===== src/rtl/nap_timer_ctrl.sv =====
// Nap timer countdown sequencer: captures an M:SS preset from the keypad selector,
// counts it down in BCD at one-second ticks with pause/cancel, then sounds the alarm.
module nap_timer_ctrl #(
   parameter int CLK_DIV   = 1000,
   parameter int ALARM_SEC = 10
) (
   input  logic       clock,
   input  logic       reset,
   input  logic [3:0] set_one_sec,
   input  logic [3:0] set_ten_sec,
   input  logic [3:0] set_one_min,
   input  logic       complete_setting,
   input  logic       pause,
   input  logic       cancel,
   output logic       sel_en,
   output logic [3:0] run_min,
   output logic [3:0] run_ten,
   output logic [3:0] run_one,
   output logic       running,
   output logic       alarm,
   output logic       done
);

   localparam int PW = (CLK_DIV > 2) ? $clog2(CLK_DIV) : 1;
   localparam int AW = (ALARM_SEC > 1) ? $clog2(ALARM_SEC + 1) : 1;
   localparam logic [PW-1:0] PRESC_LAST = PW'(CLK_DIV - 1);
   localparam logic [AW-1:0] ALARM_LAST = AW'(ALARM_SEC - 1);

   typedef enum logic [1:0] {S_SETUP, S_RUN, S_PAUSE, S_ALARM} state_t;

   state_t          state_q, state_n;
   logic [11:0]     preset_q, preset_n;
   logic [11:0]     count_q, count_n;
   logic [PW-1:0]   presc_q, presc_n;
   logic [AW-1:0]   acnt_q, acnt_n;
   logic            done_n;
   logic            tick;
   logic [PW-1:0]   presc_adv;
   logic [11:0]     cap;
   logic [11:0]     dec;

   function automatic logic [3:0] clamp(input logic [3:0] d, input logic [3:0] max);
      return (d > max) ? max : d;
   endfunction

   // BCD countdown of {min, ten, one}; never called on 0:00 because ALARM takes over there.
   function automatic logic [11:0] bcd_dec(input logic [11:0] c);
      logic [3:0] m, t, o;
      m = c[11:8];
      t = c[7:4];
      o = c[3:0];
      if (o != 4'd0) begin
         o = o - 4'd1;
      end else begin
         o = 4'd9;
         if (t != 4'd0) begin
            t = t - 4'd1;
         end else begin
            t = 4'd5;
            m = m - 4'd1;
         end
      end
      return {m, t, o};
   endfunction

   always_comb begin
      state_n   = state_q;
      preset_n  = preset_q;
      count_n   = count_q;
      presc_n   = presc_q;
      acnt_n    = acnt_q;
      done_n    = 1'b0;
      tick      = (presc_q == PRESC_LAST);
      presc_adv = tick ? '0 : presc_q + 1'b1;
      dec       = bcd_dec(count_q);
      cap       = preset_q;
      if (set_one_min != 4'd0) cap[11:8] = clamp(set_one_min, 4'd9);
      if (set_ten_sec != 4'd0) cap[7:4]  = clamp(set_ten_sec, 4'd5);
      if (set_one_sec != 4'd0) cap[3:0]  = clamp(set_one_sec, 4'd9);

      if (cancel) begin
         state_n  = S_SETUP;
         preset_n = '0;
         count_n  = '0;
         presc_n  = '0;
         acnt_n   = '0;
      end else begin
         case (state_q)
            S_SETUP: begin
               preset_n = cap;
               count_n  = cap;
               if (complete_setting && (cap != 12'h000)) begin
                  state_n = S_RUN;
                  presc_n = '0;
               end
            end
            S_RUN: begin
               if (pause) begin
                  state_n = S_PAUSE;
               end else begin
                  presc_n = presc_adv;
                  if (tick) begin
                     count_n = dec;
                     if (dec == 12'h000) begin
                        state_n = S_ALARM;
                        done_n  = 1'b1;
                        acnt_n  = '0;
                     end
                  end
               end
            end
            S_PAUSE: begin
               if (pause) state_n = S_RUN;
            end
            S_ALARM: begin
               presc_n = presc_adv;
               if (tick) begin
                  if (acnt_q == ALARM_LAST) begin
                     state_n  = S_SETUP;
                     preset_n = '0;
                     count_n  = '0;
                     acnt_n   = '0;
                  end else begin
                     acnt_n = acnt_q + 1'b1;
                  end
               end
            end
            default: state_n = S_SETUP;
         endcase
      end
   end

   // Status flags are flopped from the next state so they line up with the count registers.
   always_ff @(posedge clock or posedge reset) begin
      if (reset) begin
         state_q  <= S_SETUP;
         preset_q <= '0;
         count_q  <= '0;
         presc_q  <= '0;
         acnt_q   <= '0;
         done     <= 1'b0;
         sel_en   <= 1'b1;
         running  <= 1'b0;
         alarm    <= 1'b0;
      end else begin
         state_q  <= state_n;
         preset_q <= preset_n;
         count_q  <= count_n;
         presc_q  <= presc_n;
         acnt_q   <= acnt_n;
         done     <= done_n;
         sel_en   <= (state_n == S_SETUP);
         running  <= (state_n == S_RUN);
         alarm    <= (state_n == S_ALARM);
      end
   end

   assign run_min = count_q[11:8];
   assign run_ten = count_q[7:4];
   assign run_one = count_q[3:0];

endmodule


===== config.mk =====
export PLATFORM = sky130hd
export DESIGN_NAME = nap_timer_ctrl
export DESIGN_NICKNAME = d
export VERILOG_FILES = /design/src/rtl/nap_timer_ctrl.sv
export SDC_FILE = /design/constraint.sdc
export NUM_CORES = 1
export LEC_CHECK = 0
export ABC_CLOCK_PERIOD_IN_PS = 2300
export BUFFER_PORTS_ARGS = -buffer_cell sky130_fd_sc_hd__buf_4
export CAP_MARGIN = 5
export CORE_ASPECT_RATIO = 0.6
export CORE_MARGIN = 2
export CORE_UTILIZATION = 40
export DETAILED_ROUTE_END_ITERATION = 10
export SYNTH_ARGS = -nofsm -noshare
export SYNTH_HDL_FRONTEND = slang
export SYNTH_SLANG_ARGS = --single-unit

===== constraint.sdc =====
create_clock -name clock -period 2.3 [get_ports clock]
set_clock_uncertainty 0.1 [all_clocks]
set_input_delay 0.23 -clock clock [delete_from_list [all_inputs] [get_ports clock]]
set_output_delay 0.23 -clock clock [all_outputs]
set_load 0.01 [all_outputs]

==> report_table.html, run 1 <==
<table>
<tr><th>Metric</th><th>Value</th></tr>
<tr><th colspan="2">STA</th></tr>
<tr><td>Max Freq</td><td>456 MHz</td></tr>
<tr><td>Transition time of the tightest slew-check pin</td><td>between 500 and 600 ps</td></tr>
<tr><td>Setup Viol. Count Final</td><td>0</td></tr>
<tr><td>Final Max Slew Viols</td><td>0</td></tr>
<tr><td>Crit share post-route</td><td>between 90 and 100%</td></tr>
<tr><td>Hold Violations, Final</td><td>43</td></tr>
<tr><td>Shortest clock period the worst path allows after layout</td><td>2190 ps</td></tr>
<tr><td>Worst-case hold slack</td><td>-22.4 ps</td></tr>
<tr><td>Max-slew headroom at the worst pin</td><td>roughly 62%</td></tr>
<tr><th colspan="2">Clock tree</th></tr>
<tr><td>Total clock sinks</td><td>44</td></tr>
<tr><td>Total number of H-tree levels</td><td>2</td></tr>
<tr><td>Number of hold-repair buffers added at the cts stage</td><td>0</td></tr>
<tr><td>Buffer cell driving the clock tree root</td><td>clkbuf_16</td></tr>
<tr><td>Number of buffers created by CTS</td><td>5</td></tr>
<tr><td>TritonCTS clock tree</td><td>done</td></tr>
<tr><td>Max clock buf depth</td><td>2</td></tr>
<tr><td>Later-pin clock latency in the skew report</td><td>roughly 300 ps</td></tr>
<tr><td>Clock input transition at the sequential cells of the worst setup and hold paths</td><td>roughly 60 ps</td></tr>
<tr><th colspan="2">Critical path</th></tr>
<tr><td>Worst setup EP type</td><td>flop</td></tr>
<tr><td>Critical Path AT</td><td>about 2300 ps</td></tr>
<tr><td>Kind of critical path</td><td>flop to flop</td></tr>
<tr><td>Critical Path RT</td><td>2430 ps</td></tr>
<tr><td>Crit Reg-Reg Startpoint</td><td>count_q[0]</td></tr>
<tr><td>Startpoint of the most critical setup path</td><td>count_q[0]</td></tr>
<tr><td>Startpoint Class</td><td>flop</td></tr>
<tr><td>Maximum fanout along the worst path</td><td>4</td></tr>
<tr><th colspan="2">Synth</th></tr>
<tr><td>Primary FF master, synth</td><td>dfrtp_1</td></tr>
<tr><td>Number of distinct library cells after synthesis</td><td>65</td></tr>
<tr><td>Net count of the mapped netlist</td><td>roughly 330</td></tr>
<tr><td>Ys async rst share</td><td>100%</td></tr>
<tr><td>Synthesized flop and latch total</td><td>44</td></tr>
<tr><td>Count of flip-flops with a built-in enable after synthesis</td><td>0</td></tr>
<tr><td>Number of synthesis warnings</td><td>0</td></tr>
<tr><td>Netlist area before placement</td><td>between 2000 and 3000 um2</td></tr>
<tr><td>Sequential share of the synthesized area</td><td>39.6%</td></tr>
<tr><td>Mean Syn Cell Area</td><td>8.88 um2</td></tr>
<tr><td>Gate count of the mapped netlist</td><td>~310</td></tr>
<tr><th colspan="2">Pwr</th></tr>
<tr><td>Peak supply drop</td><td>between 300 and 400 uV</td></tr>
<tr><td>P_leak</td><td>approximately 0.0015 uW</td></tr>
<tr><td>Total power consumption of the routed design</td><td>about 2100 uW</td></tr>
<tr><td>Power density over the cells</td><td>between 600 and 700 nW/um2</td></tr>
<tr><th colspan="2">Run status</th></tr>
<tr><td>Violations in the final reports</td><td>negative hold slack</td></tr>
<tr><td>Run status</td><td>finished with violations</td></tr>
<tr><th colspan="2">Worst hold path</th></tr>
<tr><td>Worst hold-check path type</td><td>primary input to async pin</td></tr>
<tr><th colspan="2">Floorplanning</th></tr>
<tr><td>Placeable core area</td><td>approximately 6700 um2</td></tr>
<tr><td>Die area</td><td>~7700 um2</td></tr>
<tr><td>Die height</td><td>68.6 um</td></tr>
<tr><td>Boundary Pins</td><td>33</td></tr>
<tr><td>Horiz. Die Dim</td><td>roughly 110 um</td></tr>
<tr><td>Std cell rows</td><td>23</td></tr>
<tr><td>Starting Density</td><td>41.5%</td></tr>
<tr><th colspan="2">Layout</th></tr>
<tr><td>Fin util</td><td>around half</td></tr>
<tr><td>Area of all sequential standard cells</td><td>1100 um2</td></tr>
<tr><td>Antenna diode count</td><td>0</td></tr>
<tr><td>Final net count</td><td>slightly below 400</td></tr>
<tr><td>Fill cell total of the finished layout</td><td>630</td></tr>
<tr><td>Share of layout cells above drive strength 1</td><td>23.0%</td></tr>
<tr><td>Commonest non-fill, non-tap cells in the layout</td><td>55 x buf_4, 43 x dfrtp_1, 28 x nand2_1</td></tr>
<tr><td>Area added between synthesis and finish</td><td>23.8%</td></tr>
<tr><td>Most common cell after layout, fill and taps aside</td><td>buf_4</td></tr>
<tr><td>Post-route standard cell area excluding fillers</td><td>approximately 3400 um2</td></tr>
<tr><td>Combined area of the multi-input logic cells</td><td>about 1600 um2</td></tr>
<tr><th colspan="2">Global routing</th></tr>
<tr><td>Wire length of the first global-routing pass</td><td>roughly 13000 um</td></tr>
<tr><td>Overall track demand over capacity in global routing</td><td>between 20% and 30%</td></tr>
<tr><td>Number of antenna violations at the first check in global routing</td><td>0</td></tr>
<tr><td>Pin count of the biggest net entering global routing</td><td>between 40 and 50</td></tr>
<tr><td>Number of global-route vias before repair</td><td>2394</td></tr>
<tr><td>GRT Residual Overflow</td><td>0</td></tr>
<tr><th colspan="2">Place</th></tr>
<tr><td>Port buffer count</td><td>32</td></tr>
<tr><td>Detailed placement HPWL</td><td>between 6000 and 7000 um</td></tr>
<tr><td>Final weighted congestion of routability-driven global placement</td><td>around 0.92</td></tr>
<tr><td>Placed Instance Area</td><td>approximately 3300 um2</td></tr>
<tr><th colspan="2">Detailed routing</th></tr>
<tr><td>Detailed Route WL</td><td>approximately 8000 um</td></tr>
<tr><td>Remaining antenna violation count</td><td>0</td></tr>
<tr><td>Average detailed-routed wire length per instance</td><td>approximately 18 um</td></tr>
<tr><td>Iteration count of the initial detailed-routing pass</td><td>5</td></tr>
<tr><td>Remaining routing DRC violations</td><td>0</td></tr>
<tr><td>Count of vias placed by the detailed router</td><td>roughly 2700</td></tr>
<tr><td>Vias per inst</td><td>around 6</td></tr>
<tr><td>Starting DRT DRC Count</td><td>roughly 290</td></tr>
<tr><th colspan="2">Flow run</th></tr>
<tr><td>Max-cap check violation count</td><td>0</td></tr>
</table>
## final timing paths
path / end / cells after the start / slack [ps]
worst max-delay path: alarm / 5 / 110
min in group clock: done / 2 / 100
max in group asynchronous: acnt_q[3] / 3 / 1740
worst max register to register: alarm / 5 / 110
worst min register to register: presc_q[9] / 1 / 390
worst min-delay path: preset_q[2] / 3 / -20
## flip-flops by register name, summed over array words and instances (netlist names)
| register | cells |
|---|---|
| count_q | 12 |
| alarm | 1 |
| done | 1 |
| state_q | 2 |
| presc_q | 10 |
| running | 1 |
| sel_en | 1 |
| acnt_q | 4 |
| preset_q | 12 |
## synth_stat cells, types with 4 or more instances
library cell,count,area share [%]
o21ai_0,12,2.2
or3_1,8,1.8
nand2_1,28,3.8
o211ai_1,5,1.4
clkbuf_1,10,1.4
a22o_1,8,2.5
nor4_1,6,1.4
o31ai_1,15,4.1
nand2b_1,5,1.1
ha_1,4,1.8
a21oi_1,8,1.4
o21a_1,4,1.1
o22ai_1,6,1.4
nor4b_1,4,1.3
nor2_1,25,3.4
mux2i_1,5,1.8
inv_1,22,3.0
nor3_1,12,2.2
nand3_1,16,2.9
dfrtp_1,43,39
a31oi_1,8,1.8
## final cells by class
class,instances,share of cell area [%]
inverters,22,2.40
repair buffers,55,12.0
flip-flops and latches,44,32.0
multi-input cells,237,45.9
well taps,87,3.16
clock buffers,8,4.54
## report_power, final
part / leakage [uW] / internal, uW / switching [uW] / total [uW]
Sequential: 0.000588 / 822 / 51.9 / 874
Combinational: 0.000808 / 211 / 283 / 494
Clock: 0.0000772 / 463 / 302 / 765
## critical path: stages, from the launching register on
cell and delay (ps):
dfrtp_1 430, nor4_4 350, nand2_2 90, or4_4 550, a2111oi_4 430, o21a_1 180
## cell families after synthesis
kind of cell	Yosys count	synth area share, %
flops	44	39.6
fa+ha+maj	4	1.80
xor+xnor	1	0.315
buf+inv	32	4.32
mux	5	1.80
compound gates	95	25.8
simple gates	132	26.3
## per-stage QoR
| step | hold WS [ps] | TNS, ps | setup slack (ps) | cells |
|---|---|---|---|---|
| 2_1_floorplan | 304 | 0 | 140 | 313 |
| 3_3_place_gp | 323 | 0 | 78.5 | 445 |
| 3_5_place_dp | 318 | -18.4 | -18.4 | 445 |
| 4_1_cts | 4.44 | 0 | 66.8 | 453 |
| 5_1_grt | 50.6 | -1.73 | -1.73 | 453 |
| 6_report | -22.4 | 0 | 106 | 453 |
## metal layers
layer	track usage, %	vias to the layer above	part of all wire [%]
met5	0	-	0
met4	6.64	0	1.2
met3	4.55	9	8.8
met2	28.4	122	37
met1	37.0	1297	53
li1	-	1289	-
## what timing repair did
item / 4_1_cts / 5_1_grt
resized for setup: 1 / 4
gates cloned: 0 / 0
endpoints found under the setup margin: 1 / 22
pin swaps: 0 / 1
buffers inserted: 0 / 0
(Power assumes the default switching activity.)
==> run 2, diff against run 1 <==
CORE_UTILIZATION = 35   (was 40)
REMOVE_ABC_BUFFERS = 1   (was unset)
SLEW_MARGIN = 10   (was unset)
==> report_table.html, run 2 (same netlist as run 1, synthesis figures left out) <==
<table>
<tr><th>Metric</th><th>Value</th></tr>
<tr><th colspan="2">Clock tree</th></tr>
<tr><td>Number of buffers created by CTS</td><td>5</td></tr>
<tr><td>Total clock sinks</td><td>44</td></tr>
<tr><td>Later-pin clock latency in the skew report</td><td>around 290 ps</td></tr>
<tr><td>TritonCTS clock tree</td><td>done</td></tr>
<tr><td>Total number of H-tree levels</td><td>2</td></tr>
<tr><td>Max clock buf depth</td><td>2</td></tr>
<tr><td>Buffer cell driving the clock tree root</td><td>clkbuf_16</td></tr>
<tr><td>Clock input transition at the sequential cells of the worst setup and hold paths</td><td>60 ps</td></tr>
<tr><th colspan="2">Global routing</th></tr>
<tr><td>Number of antenna violations at the first check in global routing</td><td>0</td></tr>
<tr><td>Overall track demand over capacity in global routing</td><td>~20%</td></tr>
<tr><td>Pin count of the biggest net entering global routing</td><td>24</td></tr>
<tr><td>Wire length of the first global-routing pass</td><td>around 13000 um</td></tr>
<tr><td>GRT Residual Overflow</td><td>0</td></tr>
<tr><td>Number of global-route vias before repair</td><td>2476</td></tr>
<tr><th colspan="2">STA</th></tr>
<tr><td>Min setup slack post-route</td><td>between 50 and 60 ps</td></tr>
<tr><td>Crit share post-route</td><td>97.5%</td></tr>
<tr><td>Transition time of the tightest slew-check pin</td><td>593 ps</td></tr>
<tr><td>TNS Setup</td><td>0 ps</td></tr>
<tr><td>Final Max Slew Viols</td><td>0</td></tr>
<tr><td>RSZ-0062 raised after global routing</td><td>yes</td></tr>
<tr><td>Max-slew headroom at the worst pin</td><td>between 60% and 70%</td></tr>
<tr><td>Max Freq</td><td>between 400 and 500 MHz</td></tr>
<tr><td>Hold Violations, Final</td><td>0</td></tr>
<tr><td>Shortest clock period the worst path allows after layout</td><td>~2200 ps</td></tr>
<tr><td>Setup Viol. Count Final</td><td>0</td></tr>
<tr><td>Worst-case hold slack</td><td>110 ps</td></tr>
<tr><th colspan="2">Pwr</th></tr>
<tr><td>P_leak</td><td>around 0.0015 uW</td></tr>
<tr><td>Power density over the cells</td><td>615 nW/um2</td></tr>
<tr><td>Peak supply drop</td><td>between 300 and 400 uV</td></tr>
<tr><td>Total power consumption of the routed design</td><td>between 2000 and 2500 uW</td></tr>
<tr><th colspan="2">Floorplanning</th></tr>
<tr><td>Placeable core area</td><td>7790 um2</td></tr>
<tr><td>Die height</td><td>around 73 um</td></tr>
<tr><td>Horiz. Die Dim</td><td>around 120 um</td></tr>
<tr><td>Starting Density</td><td>a little over a third</td></tr>
<tr><td>Boundary Pins</td><td>33</td></tr>
<tr><td>Std cell rows</td><td>25</td></tr>
<tr><td>Die area</td><td>just under 9000 um2</td></tr>
<tr><th colspan="2">Critical path</th></tr>
<tr><td>Critical-path top delay cell</td><td>or4_4</td></tr>
<tr><td>CP peak stage delay</td><td>between 500 and 600 ps</td></tr>
<tr><td>Cells traversed along the worst timing path</td><td>nor4_4 -&gt; nand2_2 -&gt; or4_4 -&gt; a211oi_2 -&gt; buf_4 -&gt; o31ai_1</td></tr>
<tr><td>Maximum fanout along the worst path</td><td>7</td></tr>
<tr><td>Critical Path AT</td><td>between 2000 and 2500 ps</td></tr>
<tr><td>Kind of critical path</td><td>flop to flop</td></tr>
<tr><td>Startpoint Class</td><td>flop</td></tr>
<tr><td>Critical Path RT</td><td>roughly 2400 ps</td></tr>
<tr><td>Worst setup EP type</td><td>flop</td></tr>
<tr><th colspan="2">Detailed routing</th></tr>
<tr><td>Starting DRT DRC Count</td><td>approximately 330</td></tr>
<tr><td>Detailed Route WL</td><td>8290 um</td></tr>
<tr><td>Remaining routing DRC violations</td><td>0</td></tr>
<tr><td>Vias per inst</td><td>~5.8</td></tr>
<tr><td>Count of vias placed by the detailed router</td><td>2726</td></tr>
<tr><td>Iteration count of the initial detailed-routing pass</td><td>4</td></tr>
<tr><td>Average detailed-routed wire length per instance</td><td>17.5 um</td></tr>
<tr><td>Remaining antenna violation count</td><td>0</td></tr>
<tr><th colspan="2">Run status</th></tr>
<tr><td>Run status</td><td>finished clean</td></tr>
<tr><th colspan="2">Place</th></tr>
<tr><td>Port buffer count</td><td>32</td></tr>
<tr><td>Final weighted congestion of routability-driven global placement</td><td>a little over 0.9</td></tr>
<tr><td>Detailed placement HPWL</td><td>around 6300 um</td></tr>
<tr><td>Post-placement worst setup slack</td><td>about 25 ps</td></tr>
<tr><td>Placed Instance Area</td><td>3310 um2</td></tr>
<tr><th colspan="2">Layout</th></tr>
<tr><td>Final net count</td><td>approximately 390</td></tr>
<tr><td>Share of layout cells above drive strength 1</td><td>between 20% and 30%</td></tr>
<tr><td>Fill cell total of the finished layout</td><td>between 700 and 800</td></tr>
<tr><td>Post-route standard cell area excluding fillers</td><td>about 3500 um2</td></tr>
<tr><td>Most common cell after layout, fill and taps aside</td><td>buf_4</td></tr>
<tr><td>Registers with the most flip-flops</td><td>count_q: 12 flops, preset_q: 12 flops, presc_q: 10 flops</td></tr>
<tr><td>Commonest non-fill, non-tap cells in the layout</td><td>52 x buf_4, 43 x dfrtp_1, 28 x nand2_1</td></tr>
<tr><td>Area added between synthesis and finish</td><td>25.2%</td></tr>
<tr><td>Antenna diode count</td><td>0</td></tr>
<tr><th colspan="2">Worst hold path</th></tr>
<tr><td>Worst hold-check path type</td><td>primary input to flop</td></tr>
<tr><th colspan="2">Flow run</th></tr>
<tr><td>Max-cap check violation count</td><td>0</td></tr>
</table>
run 2: cell count changes in the layout (fill, tap and decap cells not counted), sizes merged:
cell / previous run / this run
dlygate4sd3: 0 / 1
buf: 55 / 54
clkbuf: 8 / 7
run 2: layout make-up:
type / count / area [um2] / area share (%)
clock buffers: 7 / 153 / 4.39
inverters: 22 / 82.6 / 2.37
multi-input cells: 237 / 1570 / 45.0
flip-flops and latches: 44 / 1100 / 31.7
well taps: 108 / 135 / 3.88
repair buffers: 55 / 440 / 12.7
run 2: worst paths after layout:
kind / start / end / slack, ps / depth (start not counted)
max: count_q[1] / acnt_q[3] / 60 / 6
min: pause / done / 110 / 2
max reg2reg: count_q[1] / acnt_q[3] / 60 / 6
min reg2reg: preset_q[9] / preset_q[9] / 370 / 2
max in group asynchronous: reset / sel_en / 1090 / 4
min in group asynchronous: reset / presc_q[9] / 440 / 3
run 2: where the power goes:
part / internal, uW / switching, uW
combinational: 216 / 286
sequential: 822 / 53.5
clock: 456 / 304
total: 1490 / 644
run 2: per-layer routing:
layer	GRT usage, %	part of all wire [%]
met1	33.1	54
met2	23.9	36
met3	5.39	8.4
met4	5.16	1.0
met5	0	0
run 2: stage by stage:
stage	util, %	cells
2_1_floorplan	-	303
3_5_place_dp	42.5	465
4_1_cts	44.6	473
6_report	44.7	473
5_1_grt	44.7	473
3_3_place_gp	42.5	465
run 2: worst max-delay path: cells and delay by family, from the launching register on:
kind,cells,cell delay (ps)
and+or+nand+nor,3,980
buffers and inverters,1,190
DFF,1,470
AOI/OAI and AO/OA,2,390
run 2: what timing repair did:
| item | CTS | global route |
|---|---|---|
| endpoints found under the setup margin | 1 | 18 |
| setup buffers | 0 | 0 |
| gates resized for setup | 1 | 2 |
| endpoints found under the hold margin | 21 | 0 |
| hold buffers | 1 | 0 |
==> run 3, diff against run 2 <==
ABC_AREA = 1   (was unset)
==> report_table.html, run 3 <==
<table>
<tr><th>Metric</th><th>Value</th></tr>
<tr><th colspan="2">Synth</th></tr>
<tr><td>Gate count of the mapped netlist</td><td>between 300 and 400</td></tr>
<tr><td>Proportion of synthesized area in mux cells</td><td>0%</td></tr>
<tr><td>Sequential share of the synthesized area</td><td>between 40% and 50%</td></tr>
<tr><td>Most common cell in the synthesized netlist</td><td>nand2_1</td></tr>
<tr><td>Share of the synthesized netlist area taken by xor and xnor gates</td><td>approximately 1.9%</td></tr>
<tr><td>Post-synth top area cell</td><td>dfrtp_1</td></tr>
<tr><td>Synth top cells by count</td><td>81 x nand2_1, 47 x inv_1, 43 x dfrtp_1</td></tr>
<tr><td>Share of the synthesized area in compound gates (AO/OA/AOI/OAI)</td><td>between 15 and 20%</td></tr>
<tr><td>Netlist area before placement</td><td>2730 um2</td></tr>
<tr><td>Synthesized flop and latch total</td><td>44</td></tr>
<tr><td>Leading cell types by total area after synthesis</td><td>dfrtp_1 39%, nand2_1 11%, inv_1 6.5%</td></tr>
<tr><td>Ys async rst share</td><td>100%</td></tr>
<tr><td>Arithmetic-cell share of the synthesized area counting full adders, half adders and majority gates</td><td>1.83%</td></tr>
<tr><td>Number of distinct library cells after synthesis</td><td>38</td></tr>
<tr><td>Post-synthesis share of cell area spent on and, or, nand and nor gates</td><td>a little under a third</td></tr>
<tr><td>Primary FF master, synth</td><td>dfrtp_1</td></tr>
<tr><td>Top-area cell type share of the netlist area</td><td>39.4%</td></tr>
<tr><td>Number of synthesis warnings</td><td>0</td></tr>
<tr><td>Mean Syn Cell Area</td><td>~7.4 um2</td></tr>
<tr><td>Dominant combinational cell family by area after synthesis</td><td>simple AND/OR/NAND/NOR gates</td></tr>
<tr><td>Count of flip-flops with a built-in enable after synthesis</td><td>0</td></tr>
<tr><th colspan="2">Detailed routing</th></tr>
<tr><td>Detailed Route WL</td><td>~7400 um</td></tr>
<tr><td>Average detailed-routed wire length per instance</td><td>between 10 and 15 um</td></tr>
<tr><td>Remaining routing DRC violations</td><td>0</td></tr>
<tr><td>Vias per inst</td><td>about 5</td></tr>
<tr><td>Iteration count of the initial detailed-routing pass</td><td>5</td></tr>
<tr><td>Count of vias placed by the detailed router</td><td>about 2600</td></tr>
<tr><td>Starting DRT DRC Count</td><td>216</td></tr>
<tr><td>Remaining antenna violation count</td><td>0</td></tr>
<tr><th colspan="2">Worst hold path</th></tr>
<tr><td>Worst hold-check path type</td><td>primary input to flop</td></tr>
<tr><th colspan="2">Global routing</th></tr>
<tr><td>Overall track demand over capacity in global routing</td><td>a little under a fifth</td></tr>
<tr><td>Wire length of the first global-routing pass</td><td>between 10000 and 15000 um</td></tr>
<tr><td>Number of antenna violations at the first check in global routing</td><td>0</td></tr>
<tr><td>GRT Residual Overflow</td><td>0</td></tr>
<tr><td>Pin count of the biggest net entering global routing</td><td>28</td></tr>
<tr><td>Number of global-route vias before repair</td><td>2429</td></tr>
<tr><th colspan="2">STA</th></tr>
<tr><td>TNS Setup</td><td>0 ps</td></tr>
<tr><td>Final Max Slew Viols</td><td>0</td></tr>
<tr><td>Crit share post-route</td><td>about 90%</td></tr>
<tr><td>Hold Violations, Final</td><td>0</td></tr>
<tr><td>Min setup slack post-route</td><td>between 200 and 250 ps</td></tr>
<tr><td>Shortest clock period the worst path allows after layout</td><td>2100 ps</td></tr>
<tr><td>Max-slew headroom at the worst pin</td><td>between 50 and 60%</td></tr>
<tr><td>Transition time of the tightest slew-check pin</td><td>around 700 ps</td></tr>
<tr><td>Max Freq</td><td>approximately 480 MHz</td></tr>
<tr><td>Setup Viol. Count Final</td><td>0</td></tr>
<tr><td>RSZ-0062 raised after global routing</td><td>no</td></tr>
<tr><th colspan="2">Clock tree</th></tr>
<tr><td>Buffer cell driving the clock tree root</td><td>clkbuf_16</td></tr>
<tr><td>Later-pin clock latency in the skew report</td><td>roughly 300 ps</td></tr>
<tr><td>Number of buffers created by CTS</td><td>5</td></tr>
<tr><td>Total number of H-tree levels</td><td>2</td></tr>
<tr><td>Max clock buf depth</td><td>2</td></tr>
<tr><td>TritonCTS clock tree</td><td>done</td></tr>
<tr><td>Total clock sinks</td><td>44</td></tr>
<tr><td>Clock input transition at the sequential cells of the worst setup and hold paths</td><td>60 ps</td></tr>
<tr><td>Number of gates resized after CTS</td><td>0</td></tr>
<tr><th colspan="2">Critical path</th></tr>
<tr><td>Critical Path RT</td><td>approximately 2400 ps</td></tr>
<tr><td>Family of cells with the greatest summed delay on the critical path</td><td>simple AND/OR/NAND/NOR gates</td></tr>
<tr><td>Worst setup EP type</td><td>flop</td></tr>
<tr><td>CP peak stage delay</td><td>around 460 ps</td></tr>
<tr><td>Critical Path AT</td><td>around 2200 ps</td></tr>
<tr><td>Worst path bufs/invs</td><td>0</td></tr>
<tr><td>Critical-path top delay cell</td><td>dfrtp_1</td></tr>
<tr><td>Maximum fanout along the worst path</td><td>8</td></tr>
<tr><td>Cells traversed along the worst timing path</td><td>nor2_4 -&gt; nand2_4 -&gt; nor2_8 -&gt; nor2_2 -&gt; nor2_1 -&gt; nand2_1 -&gt; nor2_2 -&gt; nand3_1 -&gt; o21ai_2 -&gt; nand2_2 -&gt; nand2_1 -&gt; o21ai_1</td></tr>
<tr><td>Startpoint Class</td><td>flop</td></tr>
<tr><td>Kind of critical path</td><td>flop to flop</td></tr>
<tr><th colspan="2">Layout</th></tr>
<tr><td>Fill cell total of the finished layout</td><td>756</td></tr>
<tr><td>Area of all sequential standard cells</td><td>between 1000 and 1500 um2</td></tr>
<tr><td>Commonest non-fill, non-tap cells in the layout</td><td>81 x nand2_1, 46 x inv_1, 44 x buf_4</td></tr>
<tr><td>Registers with the most flip-flops</td><td>count_q: 12 flops, preset_q: 12 flops, presc_q: 10 flops</td></tr>
<tr><td>Combined area of the multi-input logic cells</td><td>roughly 1400 um2</td></tr>
<tr><td>Most common cell after layout, fill and taps aside</td><td>nand2_1</td></tr>
<tr><td>Area added between synthesis and finish</td><td>22.4%</td></tr>
<tr><td>Final net count</td><td>around 440</td></tr>
<tr><td>Fin util</td><td>between 40% and 50%</td></tr>
<tr><td>Antenna diode count</td><td>0</td></tr>
<tr><td>Share of layout cells above drive strength 1</td><td>between 10% and 20%</td></tr>
<tr><th colspan="2">Run status</th></tr>
<tr><td>Run status</td><td>finished clean</td></tr>
<tr><th colspan="2">Place</th></tr>
<tr><td>Final weighted congestion of routability-driven global placement</td><td>0.887</td></tr>
<tr><td>Port buffer count</td><td>32</td></tr>
<tr><td>Post-placement worst setup slack</td><td>between 150 and 200 ps</td></tr>
<tr><td>Detailed placement HPWL</td><td>roughly 5600 um</td></tr>
<tr><th colspan="2">Pwr</th></tr>
<tr><td>P_leak</td><td>0.00158 uW</td></tr>
<tr><td>Peak supply drop</td><td>274 uV</td></tr>
<tr><td>Power density over the cells</td><td>about 700 nW/um2</td></tr>
<tr><th colspan="2">Floorplanning</th></tr>
<tr><td>Std cell rows</td><td>24</td></tr>
<tr><td>Horiz. Die Dim</td><td>about 120 um</td></tr>
<tr><td>Die height</td><td>72.4 um</td></tr>
<tr><td>Die area</td><td>around 8500 um2</td></tr>
<tr><td>Placeable core area</td><td>7420 um2</td></tr>
<tr><td>Boundary Pins</td><td>33</td></tr>
<tr><td>Starting Density</td><td>36.8%</td></tr>
<tr><th colspan="2">Flow run</th></tr>
<tr><td>Max-cap check violation count</td><td>0</td></tr>
</table>
[run 3: cell types whose count changed after synthesis, moves of 7 or more]
cell / change
a31oi_1: -8
nand4_1: +7
a22o_1: -7
o21ai_0: +15
or3_1: -8
inv_1: +25
clkbuf_1: -7
o31ai_1: -9
nand3_1: +12
o21ai_1: +9
nand2_1: +53
nor2_1: +12
[run 3: worst reg2reg max path: stages, from the launching register on]
cell	delay (ps)
dfrtp_1	460
nor2_4	190
nand2_4	130
nor2_8	170
nor2_2	40
nor2_1	160
nand2_1	120
nor2_2	110
nand3_1	90
o21ai_2	130
nand2_2	130
nand2_1	100
o21ai_1	60
[run 3: through the flow]
| stage | std cells | hold slack [ps] | power, uW | area (um2) |
|---|---|---|---|---|
| after floorplan | 364 | 201 | 1310 | 2690 |
| after global placement | 511 | 188 | 1540 | 3160 |
| after detailed placement | 511 | 193 | 1550 | 3160 |
| after CTS | 520 | 27.8 | 2320 | 3320 |
| after global routing | 522 | 40.7 | 2430 | 3340 |
| final | 522 | 28.9 | 2300 | 3340 |
[run 3: report_power, final]
part	internal [uW]	total (uW)	leakage [uW]	switching, uW
registers	837	904	0.000589	67.2
clock network	463	766	0.0000772	304
logic	232	633	0.000914	401
[run 3: cell type report]
| type | count | area share, % |
|---|---|---|
| multi-input cells | 270 | 42.0 |
| inverters | 50 | 5.62 |
| well taps | 104 | 3.90 |
| repair buffers | 46 | 10.8 |
| flip-flops and latches | 44 | 33.0 |
| clock buffers | 8 | 4.69 |
[run 3: metal layers]
metal	track usage [%]	up-vias	share of wire (%)
li1	-	1330	-
met2	24.6	85	37
met1	28.2	1194	56
met3	4.64	7	6.5
met4	5.49	0	1.1
met5	0	-	0
[run 3: logic make-up after synthesis]
family / Yosys count
and+or+nand+nor: 187
AOI/OAI and AO/OA: 73
DFF: 44
buffers and inverters: 57
xor gates and xnor gates: 6
adders and majority gates: 4
[run 3: path summary, 6_finish.rpt]
| check | from | to | slack [ps] | cells after the start |
|---|---|---|---|---|
| setup / recovery | count_q[0] | acnt_q[2] | 200 | 12 |
| hold / removal | pause | done | 30 | 2 |
| setup reg to reg | count_q[0] | acnt_q[2] | 200 | 12 |
| hold reg to reg | preset_q[5] | preset_q[5] | 380 | 2 |
| max in group asynchronous | reset | acnt_q[2] | 1170 | 4 |
| min in group asynchronous | reset | count_q[1] | 410 | 3 |
[run 3: timing repair]
item / CTS / global route
buffers inserted: 0 / 2
hold buffers: 1 / 0
endpoints found under the setup margin: 0 / 10
hold endpoints to repair: 16 / 0
